--- config.mk ---
export PLATFORM = sky130hd
export DESIGN_NAME = mezcladora_planta
export DESIGN_NICKNAME = d
export VERILOG_FILES = /design/src/rtl/mezcladora_planta.sv
export SDC_FILE = /design/constraint.sdc
export NUM_CORES = 1
export LEC_CHECK = 0
export BUFFER_PORTS_ARGS = -buffer_cell sky130_fd_sc_hd__buf_2
export CAP_MARGIN = 20
export CORE_ASPECT_RATIO = 0.75
export CORE_MARGIN = 2
export CORE_UTILIZATION = 30
export DETAILED_ROUTE_END_ITERATION = 8
export SYNTH_ARGS = -nofsm -noshare
export SYNTH_HDL_FRONTEND = slang
export SYNTH_SLANG_ARGS = --single-unit
--- constraint.sdc ---
create_clock -name Clk -period 8.25 [get_ports Clk]
set_input_delay 1.2375 -clock Clk [delete_from_list [all_inputs] [get_ports Clk]]
set_output_delay 1.2375 -clock Clk [all_outputs]
set_load 0.03 [all_outputs]
--- src/rtl/mezcladora_planta.sv ---
// Plant model for the mixer controller: turns actuator commands into tank level,
// level sensors, operator start pulses and mixing-timer expiry pulses.
module mezcladora_planta #(
  parameter int NIVEL_W     = 8,
  parameter int NIVEL_MAX   = 200,
  parameter int UMBRAL_ALTO = 160,
  parameter int UMBRAL_BAJO = 1,
  parameter int F1          = 10,
  parameter int F2          = 5,
  parameter int F3          = 20,
  parameter int FB          = 8,
  parameter int T_MEZCLA    = 4
) (
  input  logic               Clk,
  input  logic               Reset,
  input  logic               Inicio,
  input  logic               V1,
  input  logic               V2,
  input  logic               V3,
  input  logic               B,
  input  logic               M,
  input  logic               T,
  input  logic               S,
  output logic               IN,
  output logic               TOK,
  output logic               P1,
  output logic               P2,
  output logic [NIVEL_W-1:0] Nivel,
  output logic               Desborde,
  output logic [15:0]        Ciclos_M
);

  localparam int SW    = NIVEL_W + 2;
  localparam int CNT_W = (T_MEZCLA > 1) ? $clog2(T_MEZCLA) : 1;

  typedef logic signed [SW-1:0] suma_t;

  localparam suma_t F1_S   = suma_t'(F1);
  localparam suma_t F2_S   = suma_t'(F2);
  localparam suma_t F3_S   = suma_t'(F3);
  localparam suma_t FB_S   = suma_t'(FB);
  localparam suma_t MAX_S  = suma_t'(NIVEL_MAX);
  localparam suma_t CERO_S = suma_t'(0);

  localparam logic [NIVEL_W-1:0] MAX_N  = NIVEL_W'(NIVEL_MAX);
  localparam logic [NIVEL_W-1:0] ALTO_N = NIVEL_W'(UMBRAL_ALTO);
  localparam logic [NIVEL_W-1:0] BAJO_N = NIVEL_W'(UMBRAL_BAJO);
  localparam logic [CNT_W-1:0]   CNT_ULT = CNT_W'(T_MEZCLA - 1);
  localparam logic [CNT_W-1:0]   CNT_UNO = CNT_W'(1);

  logic               inicio_q, inicio_d;
  logic               in_q, in_d;
  logic               tok_q, tok_d;
  logic [CNT_W-1:0]   cnt_q, cnt_d;
  logic [NIVEL_W-1:0] nivel_q, nivel_d;
  logic               desborde_q, desborde_d;
  logic [15:0]        ciclos_q, ciclos_d;
  suma_t              suma_s;

  // The indicator lamp has no physical effect on the tank.
  logic unused_s;
  assign unused_s = S;

  always_comb begin
    inicio_d   = Inicio;
    in_d       = Inicio & ~inicio_q;

    // Fill and drain act in the same cycle, so they net out before clamping.
    suma_s = $signed({2'b00, nivel_q})
           + (V1 ? F1_S : CERO_S) + (V2 ? F2_S : CERO_S)
           - (V3 ? F3_S : CERO_S) - (B  ? FB_S : CERO_S);

    nivel_d    = nivel_q;
    desborde_d = desborde_q;
    if (suma_s < CERO_S) begin
      nivel_d = '0;
    end else if (suma_s > MAX_S) begin
      nivel_d    = MAX_N;
      desborde_d = 1'b1;
    end else begin
      nivel_d = suma_s[NIVEL_W-1:0];
    end

    cnt_d = '0;
    tok_d = 1'b0;
    if (!T) begin
      cnt_d = '0;
      tok_d = 1'b0;
    end else if (cnt_q == CNT_ULT) begin
      cnt_d = '0;
      tok_d = 1'b1;
    end else begin
      cnt_d = cnt_q + CNT_UNO;
      tok_d = 1'b0;
    end

    ciclos_d = ciclos_q;
    if (M && (ciclos_q != 16'hFFFF)) begin
      ciclos_d = ciclos_q + 16'd1;
    end else begin
      ciclos_d = ciclos_q;
    end
  end

  always_ff @(posedge Clk or posedge Reset) begin
    if (Reset) begin
      inicio_q   <= 1'b0;
      in_q       <= 1'b0;
      tok_q      <= 1'b0;
      cnt_q      <= '0;
      nivel_q    <= '0;
      desborde_q <= 1'b0;
      ciclos_q   <= 16'd0;
    end else begin
      inicio_q   <= inicio_d;
      in_q       <= in_d;
      tok_q      <= tok_d;
      cnt_q      <= cnt_d;
      nivel_q    <= nivel_d;
      desborde_q <= desborde_d;
      ciclos_q   <= ciclos_d;
    end
  end

  assign IN       = in_q;
  assign TOK      = tok_q;
  assign Nivel    = nivel_q;
  assign Desborde = desborde_q;
  assign Ciclos_M = ciclos_q;
  assign P1       = (nivel_q >= ALTO_N);
  assign P2       = (nivel_q >= BAJO_N);

endmodule

* Word level (Yosys, flattened, before mapping)
Index checks and enable logic that the tools add are counted.
Word-level totals: register bits after elaboration 30, input port bits 10, logic and storage cells 34, output and inout bits 29
Cells by class: multiplexer cells 10, $lt $le $gt $ge 4, reductions and logical operators 2, equality and inequality tests 2, bitwise operators 3, add/sub/neg operators 6
Operators with widths (number):
- 16-bit by 1-bit adder with 16-bit output (second input constant) | 1
- 8-bit two-way mux | 2
- 16-bit != test (second input constant) | 1
- 9-bit by 3-bit adder with 10-bit output | 1
- 10-bit by 9-bit greater-than comparator with 1-bit output (second input constant) | 1
- 10-bit by 1-bit < comparator with 1-bit output (second input constant) | 1
- 10-bit by 5-bit subtractor with 10-bit output | 1
- 10-bit by 6-bit subtractor with 10-bit output | 1
- 8-bit by 4-bit adder with 9-bit output | 1
- 8-bit by 1-bit >= comparator with 1-bit output (second input constant) | 1
- 8-bit >= comparator (second input constant) | 1
- 4-bit two-way mux | 2
- 5-bit two-way mux | 1
- 2-bit two-way mux | 2
- 3-bit two-way mux | 1
- 2-bit by 1-bit adder with 2-bit output (second input constant) | 1
- 2-bit == test (second input constant) | 1
- 1-bit two-way mux | 2
- 1-bit inverter | 2
- 2-bit AND reduction | 1
- 1-bit AND | 1
- 1-bit logical AND | 1

* Depth between registers and ports, before layout
depth after elaboration 8, depth in mapped cells 11, depth with buffers taken out 11

* Worst setup path after synthesis
No wires, ideal clock.
kind input -> register, from input port V1, to register desborde_q (netlist: Desborde), arrival time 3.608 ns, path buffers 0, library setup time 0.066 ns, setup slack 4.577 ns, cell stages on the path 11, required time 8.184 ns, cell sequence inv_1 ha_1 fa_1 inv_1 ha_1 a21o_1 and3_4 a2111oi_4 xnor2_1 a311oi_4 o22a_1
On the way: longest elaborated chain between the ends 8, elaborated cells on any way between the ends 9, classes of those cells add/sub (4); order compare (2); mux (1); bitwise (1); reduce/logical (1)
RTL lines:
- from (decl) | line 17 | input logic V1,
- 4-bit two-way mux (*) | line 70 | + (V1 ? F1_S : CERO_S) + (V2 ? F2_S : CERO_S)
- 8-bit by 4-bit adder with 9-bit output (*) | line 70
- 9-bit by 3-bit adder with 10-bit output (*) | line 70
- 10-bit by 6-bit subtractor with 10-bit output (*) | line 71 | - (V3 ? F3_S : CERO_S) - (B ? FB_S : CERO_S);
- 10-bit by 5-bit subtractor with 10-bit output (*) | line 71
- 10-bit by 1-bit < comparator with 1-bit output | line 75 | if (suma_s < CERO_S) begin
- 1-bit inverter (no line)
- 2-bit AND reduction (no line) (*)
- to (signal assigned) | line 120 | desborde_q <= desborde_d;
- to (decl) | line 56 | logic desborde_q, desborde_d;
Every way passes the cells marked *; elsewhere a longest branch is shown, timed or not. A chain may end at the register's enable or synchronous reset.

* Worst setup path after layout
from input port V1, to register nivel_q[2] (netlist: Nivel[2])
On the way: longest elaborated chain between the ends 8, elaborated cells on any way between the ends 9, classes of those cells add/sub (4); order compare (2); mux (3)
RTL lines:
- 4-bit two-way mux (*) | line 70
- 8-bit by 4-bit adder with 9-bit output (*) | line 70
- 9-bit by 3-bit adder with 10-bit output (*) | line 70
- 10-bit by 6-bit subtractor with 10-bit output (*) | line 71
- 10-bit by 5-bit subtractor with 10-bit output (*) | line 71
- 10-bit by 9-bit greater-than comparator with 1-bit output | line 77 | end else if (suma_s > MAX_S) begin
- 8-bit two-way mux | line 77
- 8-bit two-way mux (*) | line 75
- named net nivel_d[2] | line 55 | logic [NIVEL_W-1:0] nivel_q, nivel_d;
- to (signal assigned) | line 119 | nivel_q <= nivel_d;
- to (decl) | line 55
The timed path passes the listed nets; every way through them passes the cells marked *.

==> impl_metrics.toml <==
[clock_tree]
post_cts_buffers = 0
cts_sinks = 30
clk_latency_ns = 0.28
cts_tree = "yes"
root_buffer = "clkbuf_8"
numCtsBuffers = 5
clk_pin_slew_ns = 0.06
ctsResizeCount = 0
clockBufferDepth = 2
ctsHoldBuffers = 0
cts-htree-levels = 2

[timing]
tightest_slew_ns = 0.608
setup_viol = 0
hold_violations = 0
fin_crit_ns = 3.81
rsz0062_at_grt = "false"
drv_slew = 0
fin_skew_ns = 0.00452
fmax_ghz = 0.263
hold_ws_ns = 0.392
maxSlewHeadroom_pct = 59.0
timing.final.crit_share_pct = 46.2
setup_tns_ns = 0

[flow_run]
maxCapViolations = 0

[critical_path]
startpoint = "V1"
worstPathCellList = "buf_2 > inv_1 > ha_1 > fa_1 > inv_1 > ha_1 > nand4_1 > a21oi_1 > a2111oi_4 > o21ai_0 > nand2_1 > nor3_1"
crit_required_ns = 8.43
path_class = "in -> reg"
path_depth = 12
cpLargestDelayFamily = "adder cells"
r2r-start = "Nivel[4]"
cp-end-kind = "register"
r2r_cells = 11
cp-start-kind = "primary input"
slowest_delay_ns = 0.51
cp_max_fo = 6
cpMaxStageDelayCell = "o21ai_0"
r2r_slack_ns = 5.35
timing.critical_path.buf_inv = 3
r2r_end = "Nivel[3]"
worstPathArrival_ns = 3.99
crit_end = "Nivel[2]"

[finish]
diodes = 0
fin_nets = 249
drive_gt1_share_pct = 23.1
area_delta_synth_final_pct = 20.7

[pwr]
vdd_drop_max_v = 0.000100
cellPowerDensity_mw_per_mm2 = 383
leakage_nw = 1.13

[detailed_routing]
firstDrtPassIters = 4
drc_errors = 0
wl_per_cell_um = 11.7
drt_iter0_markers = 57
vias = 1321
finalWirelength_mm = 3.43
ant_nets = 0
routed_via_density = 4.49

[global_route]
track_usage_pct = 11.4
overflow = 0
grt_pass1_vias = 1281
antenna_found_initial = 0
grt_pass1_wl_mm = 5.87
grt_max_degree = 31

[synthesis]
synth_top_area_share_pct = 41.6
yosys.area.top_type = "dfrtp_1"
ys_warn_count = 0
synth-async-reset-ratio_pct = 100
syn_nets = 204
avgSynthCellArea_um2 = 10.5
synthTopCellsByCount = "dfrtp_1, inv_1, ha_1"
ys_seq_area_share_pct = 41.6
synthesis.area_mm2 = 0.00180
ys_types = 37
yosys_most_used_dff = "dfrtp_1"
synth-edff-count = 0
yosysMostFrequentCell = "dfrtp_1"
ys_seq_elements = 30
ys_top_cells_by_area = "dfrtp_1, ha_1, xor2_1"
synth_cells = 172

[die]
io_pins = 39
core-area_mm2 = 0.00583
dieArea_mm2 = 0.00666
rows = 24
die_w_um = 93.5
start_util_pct = 31.0
die_y_um = 71.2

[place]
dpl.hpwl_mm = 2.68
port_buffers = 37
place.gp.congestion = 0.812

[run_status]
status = "finished, final reports clean"

[worst_hold_path]
min_path_type = "reg -> reg"
[worst reg2reg max path, stage by stage, from the launching register on]
cell     delay (ns)
dfrtp_1        0.34
inv_1          0.07
ha_1           0.27
inv_1          0.04
ha_1           0.28
ha_1           0.36
a21o_1         0.20
a31o_2         0.23
o21a_1         0.19
xnor2_1        0.39
inv_1          0.08
o31a_2         0.35
[logic make-up (layout without fill, tap and decap cells)]
group           after synthesis  count (layout)  share of synthesized area [%]
fa+ha+maj                    22              22                           16.5
flops                        30              30                           41.6
buf+inv                      22              66                           4.58
mux                           1               1                          0.624
compound gates               21              21                           10.3
simple gates                 54              54                           15.7
xor+xnor                     22              22                           10.7
[registers in the layout, indices dropped and copies added (netlist names)]
signal / flops
Ciclos_M: 16
Desborde: 1
IN: 1
Nivel: 8
TOK: 1
cnt_q: 2
inicio_q: 1
[layout by cell type (no fill, tap or decap), types with 2 or more instances in the layout]
cell type	instances
nand4_1	3
a21o_1	3
nor2_1	9
nor3b_1	2
nand2_1	12
and4_1	2
a21oi_1	3
a21boi_0	2
dfrtp_1	30
inv_1	22
nand3_1	8
ha_1	19
and2_1	2
buf_2	37
clkbuf_8	6
and3_1	3
xor2_1	13
nor3_1	6
fa_1	3
xnor2_1	9
o21ai_0	3
[where the power goes]
group / total (mW) / internal (mW) / switching, mW
sequential: 0.219 / 0.185 / 0.0344
combinational: 0.499 / 0.191 / 0.307
clock: 0.116 / 0.0642 / 0.0515
[per-layer routing]
| layer | global-route usage (%) | share of wire, % | vias up | wire length [um] |
|---|---|---|---|---|
| met3 | 3.51 | 4.2 | 5 | 143 |
| met5 | 0 | 0 | - | 0 |
| met1 | 16.5 | 55 | 617 | 1870 |
| li1 | - | - | 674 | - |
| met4 | 4.83 | 1.3 | 0 | 46 |
| met2 | 15.6 | 40 | 25 | 1370 |
[through the flow]
step           util, %  setup slack (ns)  total power [mW]  instance area (um^2)  std cells
5_1_grt           37.4              4.15             0.905                  2180        294
3_3_place_gp      36.0              4.17             0.719                  2090        288
6_report          37.4              4.44             0.834                  2180        294
3_5_place_dp      36.0              4.17             0.721                  2090        288
2_1_floorplan        -              4.58             0.614                  1800        172
4_1_cts           37.4              4.45             0.843                  2180        294
[how the worst min path moves through the flow]
stage             start  endpoint  slack, ns  depth (start not counted)
2_1_floorplan  inicio_q        IN       0.38                          1
4_1_cts        inicio_q        IN       0.39                          1
6_report       inicio_q        IN       0.39                          1
3_5_place_dp   inicio_q        IN       0.38                          1
3_3_place_gp   inicio_q        IN       0.38                          1
5_1_grt        inicio_q        IN       0.43                          1
[layout make-up]
class	count	area, um^2
Clock buffer	6	82.6
Fill cell	596	3650
Inverter	22	82.6
Multi-Input combinational cell	120	971
Sequential cell	30	751
Tap cell	78	97.6
Timing Repair Buffer	38	193
Power figures use the tool's default switching activity.
